File: src/rtl/instr_issue_queue.sv
// Instruction issue queue: FIFO-buffers 32-bit words, decodes RA/RB/RW/s and issues one per clock,
// inserting a single bubble on read-after-write hazards. Optional ILLEGAL_TRAP_EN drops reserved-bit words.
module instr_issue_queue #(
  parameter int DEPTH = 4,
  parameter int CNT_W = 16
) (
  input  logic             clk,
  input  logic             rst_n,
  input  logic             in_valid,
  output logic             in_ready,
  input  logic [31:0]      in_instr,
  input  logic             ex_stall,
  output logic [4:0]       RA,
  output logic [4:0]       RB,
  output logic [4:0]       RW,
  output logic [2:0]       s,
  output logic             issue_valid,
  output logic             empty,
  output logic [CNT_W-1:0] issue_cnt
`ifdef ILLEGAL_TRAP_EN
  ,
  output logic             ill_err
`endif
);

  localparam int AW = $clog2(DEPTH);

  typedef enum logic [1:0] {IDLE, ISSUE, BUBBLE} state_t;

  state_t        state, state_nx;
  logic [31:0]   mem [DEPTH];
  logic [AW-1:0] head, tail;
  logic [AW:0]   count, count_nx;
  logic [31:0]   head_word;
  logic [4:0]    h_ra, h_rb, h_rw;
  logic [2:0]    h_s;
  logic          full, push, pop, can_pop, hazard, head_ill, do_issue;

  assign full     = (count == (AW+1)'(DEPTH));
  assign empty    = (count == '0);
  assign in_ready = !full;
  assign push     = in_valid && !full;

  assign head_word = mem[head];
  assign h_s       = head_word[17:15];
  assign h_ra      = head_word[14:10];
  assign h_rb      = head_word[9:5];
  assign h_rw      = head_word[4:0];

`ifdef ILLEGAL_TRAP_EN
  assign head_ill = |head_word[31:18];
`else
  logic unused_rsvd;
  assign unused_rsvd = ^head_word[31:18];
  assign head_ill    = 1'b0;
`endif

  // The hazard only exists while the previous issue is still visible on the outputs,
  // so a stall or bubble cycle (issue_valid low) clears it automatically.
  assign hazard   = issue_valid && ((h_ra == RW) || (h_rb == RW));
  assign can_pop  = (state != IDLE) && !empty && !ex_stall;
  assign do_issue = can_pop && !head_ill && !hazard;
  assign pop      = can_pop && (head_ill || !hazard);

  always_comb begin
    count_nx = count;
    if (push && !pop)
      count_nx = count + (AW+1)'(1);
    else if (!push && pop)
      count_nx = count - (AW+1)'(1);
  end

  always_comb begin
    state_nx = state;
    case (state)
      IDLE: begin
        if (count_nx != '0)
          state_nx = ISSUE;
      end
      ISSUE, BUBBLE: begin
        if (count_nx == '0)
          state_nx = IDLE;
        else if (can_pop && !head_ill && hazard)
          state_nx = BUBBLE;
        else
          state_nx = ISSUE;
      end
      default: state_nx = IDLE;
    endcase
  end

  always_ff @(posedge clk) begin
    if (push)
      mem[tail] <= in_instr;
  end

  always_ff @(posedge clk or negedge rst_n) begin
    if (!rst_n) begin
      state       <= IDLE;
      head        <= '0;
      tail        <= '0;
      count       <= '0;
      RA          <= '0;
      RB          <= '0;
      RW          <= '0;
      s           <= '0;
      issue_valid <= 1'b0;
      issue_cnt   <= '0;
    end else begin
      state       <= state_nx;
      count       <= count_nx;
      issue_valid <= do_issue;
      if (push)
        tail <= tail + AW'(1);
      if (pop)
        head <= head + AW'(1);
      if (do_issue) begin
        RA        <= h_ra;
        RB        <= h_rb;
        RW        <= h_rw;
        s         <= h_s;
        issue_cnt <= issue_cnt + CNT_W'(1);
      end
    end
  end

`ifdef ILLEGAL_TRAP_EN
  always_ff @(posedge clk or negedge rst_n) begin
    if (!rst_n)
      ill_err <= 1'b0;
    else if (can_pop && head_ill)
      ill_err <= 1'b1;
  end
`endif

endmodule
File: config.mk
export PLATFORM = sky130hd
export DESIGN_NAME = instr_issue_queue
export DESIGN_NICKNAME = d
export VERILOG_FILES = /design/src/rtl/instr_issue_queue.sv
export SDC_FILE = /design/constraint.sdc
export NUM_CORES = 1
export LEC_CHECK = 0
export ABC_AREA = 1
export BUFFER_PORTS_ARGS = -buffer_cell sky130_fd_sc_hd__buf_2
export CORE_UTILIZATION = 39
export CTS_CLUSTER_DIAMETER = 40
export DETAILED_ROUTE_END_ITERATION = 8
export GPL_TIMING_DRIVEN = 0
export SLEW_MARGIN = 20
export SYNTH_ARGS = -nofsm -noshare
export SYNTH_HDL_FRONTEND = slang
export SYNTH_SLANG_ARGS = --single-unit
File: constraint.sdc
create_clock -name clk -period 2.65 [get_ports clk]
set_input_delay 0.53 -clock clk [delete_from_list [all_inputs] [get_ports clk]]
set_output_delay 0.53 -clock clk [all_outputs]
set_load 0.005 [all_outputs]
==> results of run 1 <==
[worst paths after layout]
| path | cells past startpoint | endpoint | startpoint |
|---|---|---|---|
| max in group asynchronous | 1 | RB[0]$_DFFE_PN0P_ | rst_n |
| worst max register to register | 20 | state[1]$_DFFE_PN0P_ | head[0]$_DFFE_PN0P_ |
| worst min register to register | 2 | s[2]$_DFFE_PN0P_ | s[2]$_DFFE_PN0P_ |
| worst max-delay path | 20 | state[1]$_DFFE_PN0P_ | head[0]$_DFFE_PN0P_ |
| worst min-delay path | 1 | RW[4]$_DFFE_PN0P_ | rst_n |
| min in group clk | 1 | mem[3][6]$_DFFE_PP_ | in_instr[6] |
[repair_timing]
| item | CTS | global route |
|---|---|---|
| setup buffers | 0 | 4 |
| resized for setup | 0 | 4 |
| endpoints found under the setup margin | 0 | 2 |
| hold endpoints to repair | 0 | 0 |
[layer usage]
layer / routed length (µm) / global-route usage, % / vias up
met5: 0 / 0 / -
met4: 223 / 8.14 / 0
met3: 574 / 5.59 / 17
met2: 5180 / 28.7 / 106
met1: 4770 / 22.6 / 1626
li1: - / - / 1680
[cell usage after synthesis]
library cell  instances
dfrtp_1              44
inv_2                 2
edfxtp_1             72
nor4b_1               1
nand2_1             126
nand4_1               6
xnor2_1               6
nor2_2                2
o21ai_1               3
xor2_1               14
nor2_4                2
nand3_2               2
buf_2                 3
inv_1                28
a21oi_1               5
nand3_1              30
clkbuf_1              5
nand2_2               4
buf_6                 5
nor3_2                3
nand2_4               2
nor4_1                2
nor3b_1               1
ha_1                 10
a32o_1                3
nor2_8                1
buf_4                 2
o21ai_0              30
o22ai_1               5
nor2_1               26
nand2_8               1
or2_1                 1
[power by group through the flow]
stage / Clock (mW) / Combinational [mW] / Sequential, mW
after global routing: 2.57 / 2.84 / 2.74
after global placement: 0 / 2.35 / 2.72
after floorplan: 0 / 1.61 / 2.68
after detailed placement: 0 / 2.44 / 2.73
after CTS: 2.49 / 2.46 / 2.69
final: 2.46 / 2.51 / 2.70
[per-stage QoR]
step                util, %  worst slack [ns]  setup TNS [ns]  hold slack (ns)
floorplan                 -             0.576               0            0.234
global placement       44.8            -0.197          -12.14            0.463
detailed placement     45.2             0.203               0            0.470
CTS                    50.4             0.102               0            0.309
global route           50.8          -0.00652        -0.00652            0.150
finish                 50.8             0.223               0            0.120
[state kept, by name, summed over array words and instances, names as in the netlist]
| signal | count |
|---|---|
| count | 3 |
| RA | 5 |
| tail | 2 |
| issue_cnt | 16 |
| state | 2 |
| head | 2 |
| issue_valid | 1 |
| mem | 72 |
| s | 3 |
| RB | 5 |
| RW | 5 |
[cell type report]
cell class | instances | share of cell area (%)
buffer | 15 | 1.69
clock inverter | 14 | 3.35
timing repair buffer | 64 | 5.60
sequential | 116 | 52.4
tap | 168 | 3.37
clock buffer | 18 | 6.89
inverter | 30 | 1.85
multi-input combinational | 286 | 24.9
[cells by family (layout without fill, tap and decap cells)]
kind of cell	count (synthesis)	in the layout	share of synthesized area, %
AO/OA/AOI/OAI	46	46	5.03
XOR/XNOR	20	20	3.50
adder cells (fa/ha/maj)	10	10	2.50
buffers and inverters	45	141	4.36
flip-flops	116	116	65.3
AND/OR/NAND/NOR	210	210	19.3
==> impl_metrics.tcl, run 1 <==
set metrics [dict create \
    drive_above_1_share_pct 23.6 \
    netlist_area_um2 5000 \
    syn_inst 447 \
    gp_congestion 0.827 \
    drc 0 \
    route.vias.total 3429 \
    hold_violations 0 \
    p_sw_mw 2.66 \
    portBuffers 58 \
    crit_path_top_delay_cell "dfrtp_1" \
    synth_cell_types 32 \
    placementRows 40 \
    fin_cells 711 \
    mostFrequentLayoutCell "nand2_1" \
    cp_top_family "simple AND/OR/NAND/NOR gates" \
    path_class "reg2reg" \
    finalSetupViolations 0 \
    clock_skew_ns 0.00709 \
    cts_tree "done" \
    r2r_slack_ns 0.22 \
    gr-total-overflow 0 \
    tightest_slew_ns 0.693 \
    pin_count 73 \
    power_leakage_nw 2.72 \
    routed_wl_um 10700 \
    power_density_nw_per_um2 1230 \
    coreArea_um2 12300 \
    multiInputGateArea_um2 1550 \
    areaGrowthSynthToFinish_pct 24.6 \
    die_h_um 115 \
    drt_first_pass_iters 4 \
    crit_top_cell "nand2_1" \
    slew_violations 0 \
    cap_violations 0 \
    synth_area_leader_cell "edfxtp_1" \
    grt_pass1_vias 3379 \
    fin_crit_ns 2.43 \
    p_int_mw 5.00 \
    min_path_type "in2async" \
    grtUsageTotal_pct 18.0 \
    yosysTopAreaCellShare_pct 43.3 \
    avgSynthCellArea_um2 11.2 \
    grt_pass1_wl_um 17300 \
    sw_frac_of_total_pct 34.8 \
    routed_via_density 4.82 \
    cts_max_level 4 \
    nNetsFinal 576 \
    layout_common_cells "nand2_1, edfxtp_1, buf_2, dfrtp_1" \
    place_area_um2 5550 \
    cp.required_ns 2.95 \
    maxSlewHeadroom_pct 53.7 \
    clkPwrFrac_pct 32.1 \
    clk_pin_slew_ns 0.06 \
    cts_root_buf "clkbuf_16" \
    worst_setup_path_start_kind "flip-flop" \
    ys_seq_elements 116 \
    dp_cells 675 \
    pwr-share-seq_pct 35.2 \
    grt_max_degree 45 \
    outcome "completed" \
    crit_arrival_ns 2.73 \
    peakVddDrop_uv 615 \
    numCtsBuffers 17 \
    clk_latency_ns 0.41 \
    end_kind "flip-flop" \
    crit_chain "buf_6 > buf_6 > nand2_1 > nand3_1 > nand2_1 > nand2_1 > o21ai_1 > nor2_1 > nand2_1 > nand2_2 > nand2_4 > nand2_8 > nand2_4 > nand2_1 > nand2_1 > nand2_2 > nor2_4 > nand2_1 > nand2_1 > nand2_1" \
    die-area_um2 13300 \
    cts.sinks 116 \
    dp_hpwl_um 7260 \
    power.total_mw 7.66 \
    pwr-share-comb_pct 32.7 \
    worstPathMaxFanout 10 \
    ys_warn_count 0 \
    drt_iter0_drc 134 \
    syn_nets 493 \
    postRouteAntennaNets 0 \
    min_period_over_period_pct 91.6 \
    cp_num_buf_inv 2 \
    slowest_delay_ns 0.42 \
    fmax_mhz 412 \
    fp.dieW_um 115 \
    floorplan.initialDensity_pct 40.8 \
    stdcell_area_um2 6230 \
    hold_buffers 0 \
    yosysSeqAreaShare_pct 65.3 \
    num_antenna_cells 0 \
    fillers 1098 \
    antenna_found_initial 0 \
    cts_buffer_depth 2 \
    wl_per_cell_um 15.1 \
    synth_top_cells_by_area "edfxtp_1, dfrtp_1, nand2_1" \
    regArea_um2 3260 \
]
Note: power is estimated with default switching activity, not from simulation.
==> run 2, diff against run 1 <==
Settings changed: BUFFER_PORTS_ARGS -buffer_cell sky130_fd_sc_hd__buf_2 to -buffer_cell sky130_fd_sc_hd__clkbuf_2, TNS_END_PERCENT from default to 30.
==> impl_metrics.tcl, run 2 (same netlist as run 1, synthesis figures left out) <==
set metrics [dict create \
    r2r_start "head[1]$_DFFE_PN0P_" \
    maxSlewHeadroom_pct 33.8 \
    outcome "completed" \
    gr-total-overflow 0 \
    reg2reg_to "state[0]$_DFFE_PN0P_" \
    dp_hpwl_um 7270 \
    finalSetupViolations 0 \
    peakVddDrop_uv 774 \
    floorplan.initialDensity_pct 40.8 \
    clk_pin_slew_ns 0.05 \
    numCtsBuffers 17 \
    postRouteAntennaNets 0 \
    crit_top_cell "nand2_1" \
    r2r_slack_ns 0.22 \
    cts_root_buf "clkbuf_16" \
    routed_wl_um 10700 \
    worst_setup_path_start_kind "flip-flop" \
    cap_violations 0 \
    top_register "mem" \
    coreArea_um2 12300 \
    grt_max_degree 45 \
    pin_count 73 \
    timing.hold.ws_ns 0.287 \
    nNetsFinal 575 \
    min_period_over_period_pct 91.8 \
    areaGrowthSynthToFinish_pct 23.8 \
    drive_above_1_share_pct 23.4 \
    fin_crit_ns 2.43 \
    cp_top_family "simple AND/OR/NAND/NOR gates" \
    cts.sinks 116 \
    gp_congestion 0.831 \
    hold_violations 0 \
    fin_cells 710 \
    worstPathMaxFanout 10 \
    fmax_mhz 411 \
    cts_buffer_depth 2 \
    placementRows 40 \
    grt_pass1_vias 3392 \
    fp.dieW_um 115 \
    crit_path_top_delay_cell "dfrtp_1" \
    end_kind "flip-flop" \
    regArea_um2 3260 \
    largest_register_ffs 72 \
    crit_chain "buf_4 > inv_2 > buf_6 > nand3_1 > nand2_1 > nand2_1 > nand2_1 > nand2_1 > nor2_1 > nand2_1 > nand2_2 > nand2_4 > nand2_8 > nand2_4 > nand3_1 > nand2_2 > nor2_2 > nand2_1 > nand2_1 > nand2_1" \
    cp.required_ns 2.95 \
    power_density_nw_per_um2 1220 \
    route.vias.total 3425 \
    mostFrequentLayoutCell "nand2_1" \
    fillers 1098 \
    slew_violations 0 \
    clock_skew_ns 0.00808 \
    cts_tree "done" \
    tightest_slew_ns 0.994 \
    cp_num_buf_inv 3 \
    die_h_um 115 \
    reg2regPathDepth 20 \
    rsz0062_at_grt "no" \
    layout_common_cells "nand2_1, edfxtp_1, clkbuf_2, dfrtp_1" \
    multiInputGateArea_um2 1540 \
    path_class "reg2reg" \
    grt_pass1_wl_um 17200 \
    routed_via_density 4.82 \
    crit_arrival_ns 2.73 \
    clk_latency_ns 0.41 \
    wl_per_cell_um 15.1 \
    dp_cells 675 \
    drt_iter0_drc 161 \
    portBuffers 58 \
    power_leakage_nw 2.71 \
    reg_top3 "mem: 72 flops, issue_cnt: 16 flops" \
    cts_max_level 4 \
    drt_first_pass_iters 4 \
    post-route-util_pct 50.4 \
    min_path_type "in2async" \
    num_antenna_cells 0 \
    hold_buffers 0 \
    grtUsageTotal_pct 17.8 \
    die-area_um2 13300 \
    drc 0 \
    antenna_found_initial 0 \
    power.total_mw 7.52 \
    slowest_delay_ns 0.37 \
]
==> run 2: how the worst max path moves through the flow <==
stage	startpoint	endpoint	slack, ns	cells past startpoint
final	head[1]$_DFFE_PN0P_	state[0]$_DFFE_PN0P_	0.22	20
after global routing	head[1]$_DFFE_PN0P_	state[1]$_DFFE_PN0P_	0.01	20
after CTS	head[0]$_DFFE_PN0P_	state[0]$_DFFE_PN0P_	0.13	17
after detailed placement	head[0]$_DFFE_PN0P_	state[0]$_DFFE_PN0P_	0.18	17
after global placement	count[0]$_DFF_PN0_	mem[0][9]$_DFFE_PP_	-0.22	5
after floorplan	count[0]$_DFF_PN0_	mem[0][0]$_DFFE_PP_	0.58	5
==> run 2: power breakdown <==
part	leakage, nW	internal (mW)	switching, mW
Combinational	1.20	0.891	1.56
Sequential	1.21	2.43	0.274
Clock	0.294	1.56	0.800
Total	2.71	4.88	2.64
==> run 2: cell type report <==
cell class	instances	share of cell area [%]
well taps	168	3.40
clock inverters	15	3.03
plain buffers	15	1.74
flip-flops and latches	116	52.8
multi-input cells	286	24.9
clock buffers	17	6.88
inverters	30	1.86
repair buffers	63	5.42
==> run 2: repair_timing <==
action                                  CTS  global route
hold endpoints to repair                  0             0
endpoints found under the setup margin    0             3
buffers inserted                          0             3
resized for setup                         0             3
==> run 2: metrics by stage <==
stage | instance area, µm² | worst slack (ns) | setup TNS [ns]
floorplan | 5000 | 0.576 | 0
global placement | 5500 | -0.220 | -13.24
detailed placement | 5540 | 0.181 | 0
CTS | 6150 | 0.128 | 0
global route | 6190 | 0.0125 | 0
finish | 6190 | 0.218 | 0
==> run 2: metal layers <==
metal  GRT usage, %  share of wire, %  vias up
met1           22.5                46     1641
met4           7.27              0.78        0
met2           28.6                49       88
met3           5.22               4.3       12
li1               -                 -     1684
met5              0                 0        -
==> run 3, diff against run 2 <==
Settings changed: CELL_PAD_IN_SITES_DETAIL_PLACEMENT from default to 1, CELL_PAD_IN_SITES_GLOBAL_PLACEMENT from default to 2, CORE_UTILIZATION 39 to 37, PLACE_DENSITY_LB_ADDON from default to 0.1.
==> impl_metrics.tcl, run 3 (same netlist as run 1, synthesis figures left out) <==
set metrics [dict create \
    outcome "completed" \
    cts.sinks 116 \
    layout_common_cells "nand2_1, edfxtp_1, clkbuf_2, dfrtp_1" \
    drt_first_pass_iters 4 \
    hold_violations 0 \
    finalSetupViolations 0 \
    rsz0062_at_grt "yes" \
    nNetsFinal 575 \
    reg_top3 "mem: 72 flops, issue_cnt: 16 flops" \
    end_kind "flip-flop" \
    num_antenna_cells 0 \
    fin_crit_ns 2.44 \
    routed_wl_um 11600 \
    power_leakage_nw 2.72 \
    areaGrowthSynthToFinish_pct 25.1 \
    fmax_mhz 410 \
    portBuffers 58 \
    tightest_slew_ns 0.753 \
    routed_via_density 4.80 \
    regArea_um2 3260 \
    min_period_over_period_pct 92.0 \
    cts_max_level 4 \
    top_register "mem" \
    pwr-share-seq_pct 35.4 \
    grt_pass1_wl_um 18800 \
    p_int_mw 4.93 \
    setup_ws_ns 0.211 \
    clk_pin_slew_ns 0.05 \
    numCtsBuffers 17 \
    largest_register_ffs 72 \
    hold_buffers 0 \
    clock_skew_ns 0.00613 \
    path_class "reg2reg" \
    drt_iter0_drc 105 \
    grt_max_degree 45 \
    reg2regPathDepth 20 \
    multiInputGateArea_um2 1580 \
    route.vias.total 3443 \
    min_path_type "in2async" \
    drive_above_1_share_pct 24.5 \
    cap_violations 0 \
    fillers 1442 \
    critPathLaunch "head[1]$_DFFE_PN0P_" \
    cts_buffer_depth 2 \
    antenna_found_initial 0 \
    reg2reg_to "state[0]$_DFFE_PN0P_" \
    dp_hpwl_um 8140 \
    die-area_um2 14000 \
    cts_tree "done" \
    pin_count 73 \
    peakVddDrop_uv 608 \
    worstPathMaxFanout 10 \
    drc 0 \
    coreArea_um2 13200 \
    mostFrequentLayoutCell "nand2_1" \
    dp_slack_ns 0.0935 \
    pwr-share-comb_pct 33.8 \
    sw_frac_of_total_pct 35.8 \
    r2r_slack_ns 0.21 \
    maxSlewHeadroom_pct 49.5 \
    clk_latency_ns 0.42 \
    power.total_mw 7.67 \
    worstSetupEndpoint "state[0]$_DFFE_PN0P_" \
    wl_per_cell_um 16.1 \
    r2r_start "head[1]$_DFFE_PN0P_" \
    clkPwrFrac_pct 30.8 \
    slew_violations 0 \
    fp.dieW_um 118 \
    grt_pass1_vias 3587 \
    grtUsageTotal_pct 18.1 \
    die_h_um 118 \
    postRouteAntennaNets 0 \
    crit_arrival_ns 2.75 \
    floorplan.initialDensity_pct 37.9 \
    cp.required_ns 2.96 \
    gr-total-overflow 0 \
    placementRows 42 \
    worst_setup_path_start_kind "flip-flop" \
    power_density_nw_per_um2 1230 \
    cts_root_buf "clkbuf_16" \
    p_sw_mw 2.74 \
    gp_congestion 0.742 \
]
-- run 3: layer usage --
| metal | routed length [µm] | track usage (%) | up-vias |
|---|---|---|---|
| met5 | 0 | 0 | - |
| met4 | 258 | 8.65 | 0 |
| met3 | 375 | 4.78 | 18 |
| met2 | 5450 | 28.7 | 59 |
| met1 | 5510 | 22.9 | 1688 |
| li1 | - | - | 1678 |
-- run 3: area by class of cell --
type | count | share of cell area (%)
flip-flops and latches | 116 | 52.2
multi-input cells | 287 | 25.3
clock buffers | 18 | 6.86
repair buffers | 62 | 5.48
well taps | 176 | 3.52
clock inverters | 14 | 2.96
inverters | 30 | 1.84
plain buffers | 15 | 1.80
-- run 3: worst max-delay path: stages (launching register included) --
cell and delay (ns):
dfrtp_1 0.36, buf_4 0.17, inv_2 0.08, buf_6 0.16
nand3_1 0.13, nand2_1 0.11, nand2_1 0.06, nand2_1 0.05
nand2_1 0.06, nor2_1 0.09, nand2_1 0.08, nand2_2 0.12
nand2_4 0.11, nand2_8 0.13, nand2_8 0.08, nand3_1 0.11
nand2_2 0.09, nor2_4 0.14, nand2_1 0.09, nand2_1 0.07
nand2_1 0.05
-- run 3: power by group through the flow --
stage	clock network (mW)	registers (mW)	logic (mW)
after floorplan	0	2.68	1.61
after global placement	0	2.74	2.40
after detailed placement	0	2.75	2.51
after CTS	2.42	2.72	2.53
after global routing	2.49	2.77	2.95
final	2.36	2.71	2.59
-- run 3: worst min-delay path by stage --
stage,from,endpoint,slack (ns),depth (start not counted)
after floorplan,rst_n,RA[0]$_DFFE_PN0P_,0.23,0
after global placement,RA[4]$_DFFE_PN0P_,RA[4]$_DFFE_PN0P_,0.47,2
after detailed placement,RB[4]$_DFFE_PN0P_,RB[4]$_DFFE_PN0P_,0.48,2
after CTS,rst_n,RB[2]$_DFFE_PN0P_,0.17,1
after global routing,rst_n,RB[4]$_DFFE_PN0P_,0.19,1
final,rst_n,RB[4]$_DFFE_PN0P_,0.15,1
-- run 3: repair_timing --
item,in CTS,in global routing
setup endpoints to repair,0,21
resized for setup,0,13
setup buffers,0,2
-- run 3: per-stage QoR --
stage	hold WS, ns	utilization, %	area, µm²	setup TNS [ns]	std cells
3_5_place_dp	0.479	42.1	5550	0	683
4_1_cts	0.170	46.8	6170	0	715
2_1_floorplan	0.234	-	5000	0	447
6_report	0.153	47.4	6250	0	718
3_3_place_gp	0.473	41.8	5510	-15.23	681
5_1_grt	0.191	47.4	6250	-0.0104	718
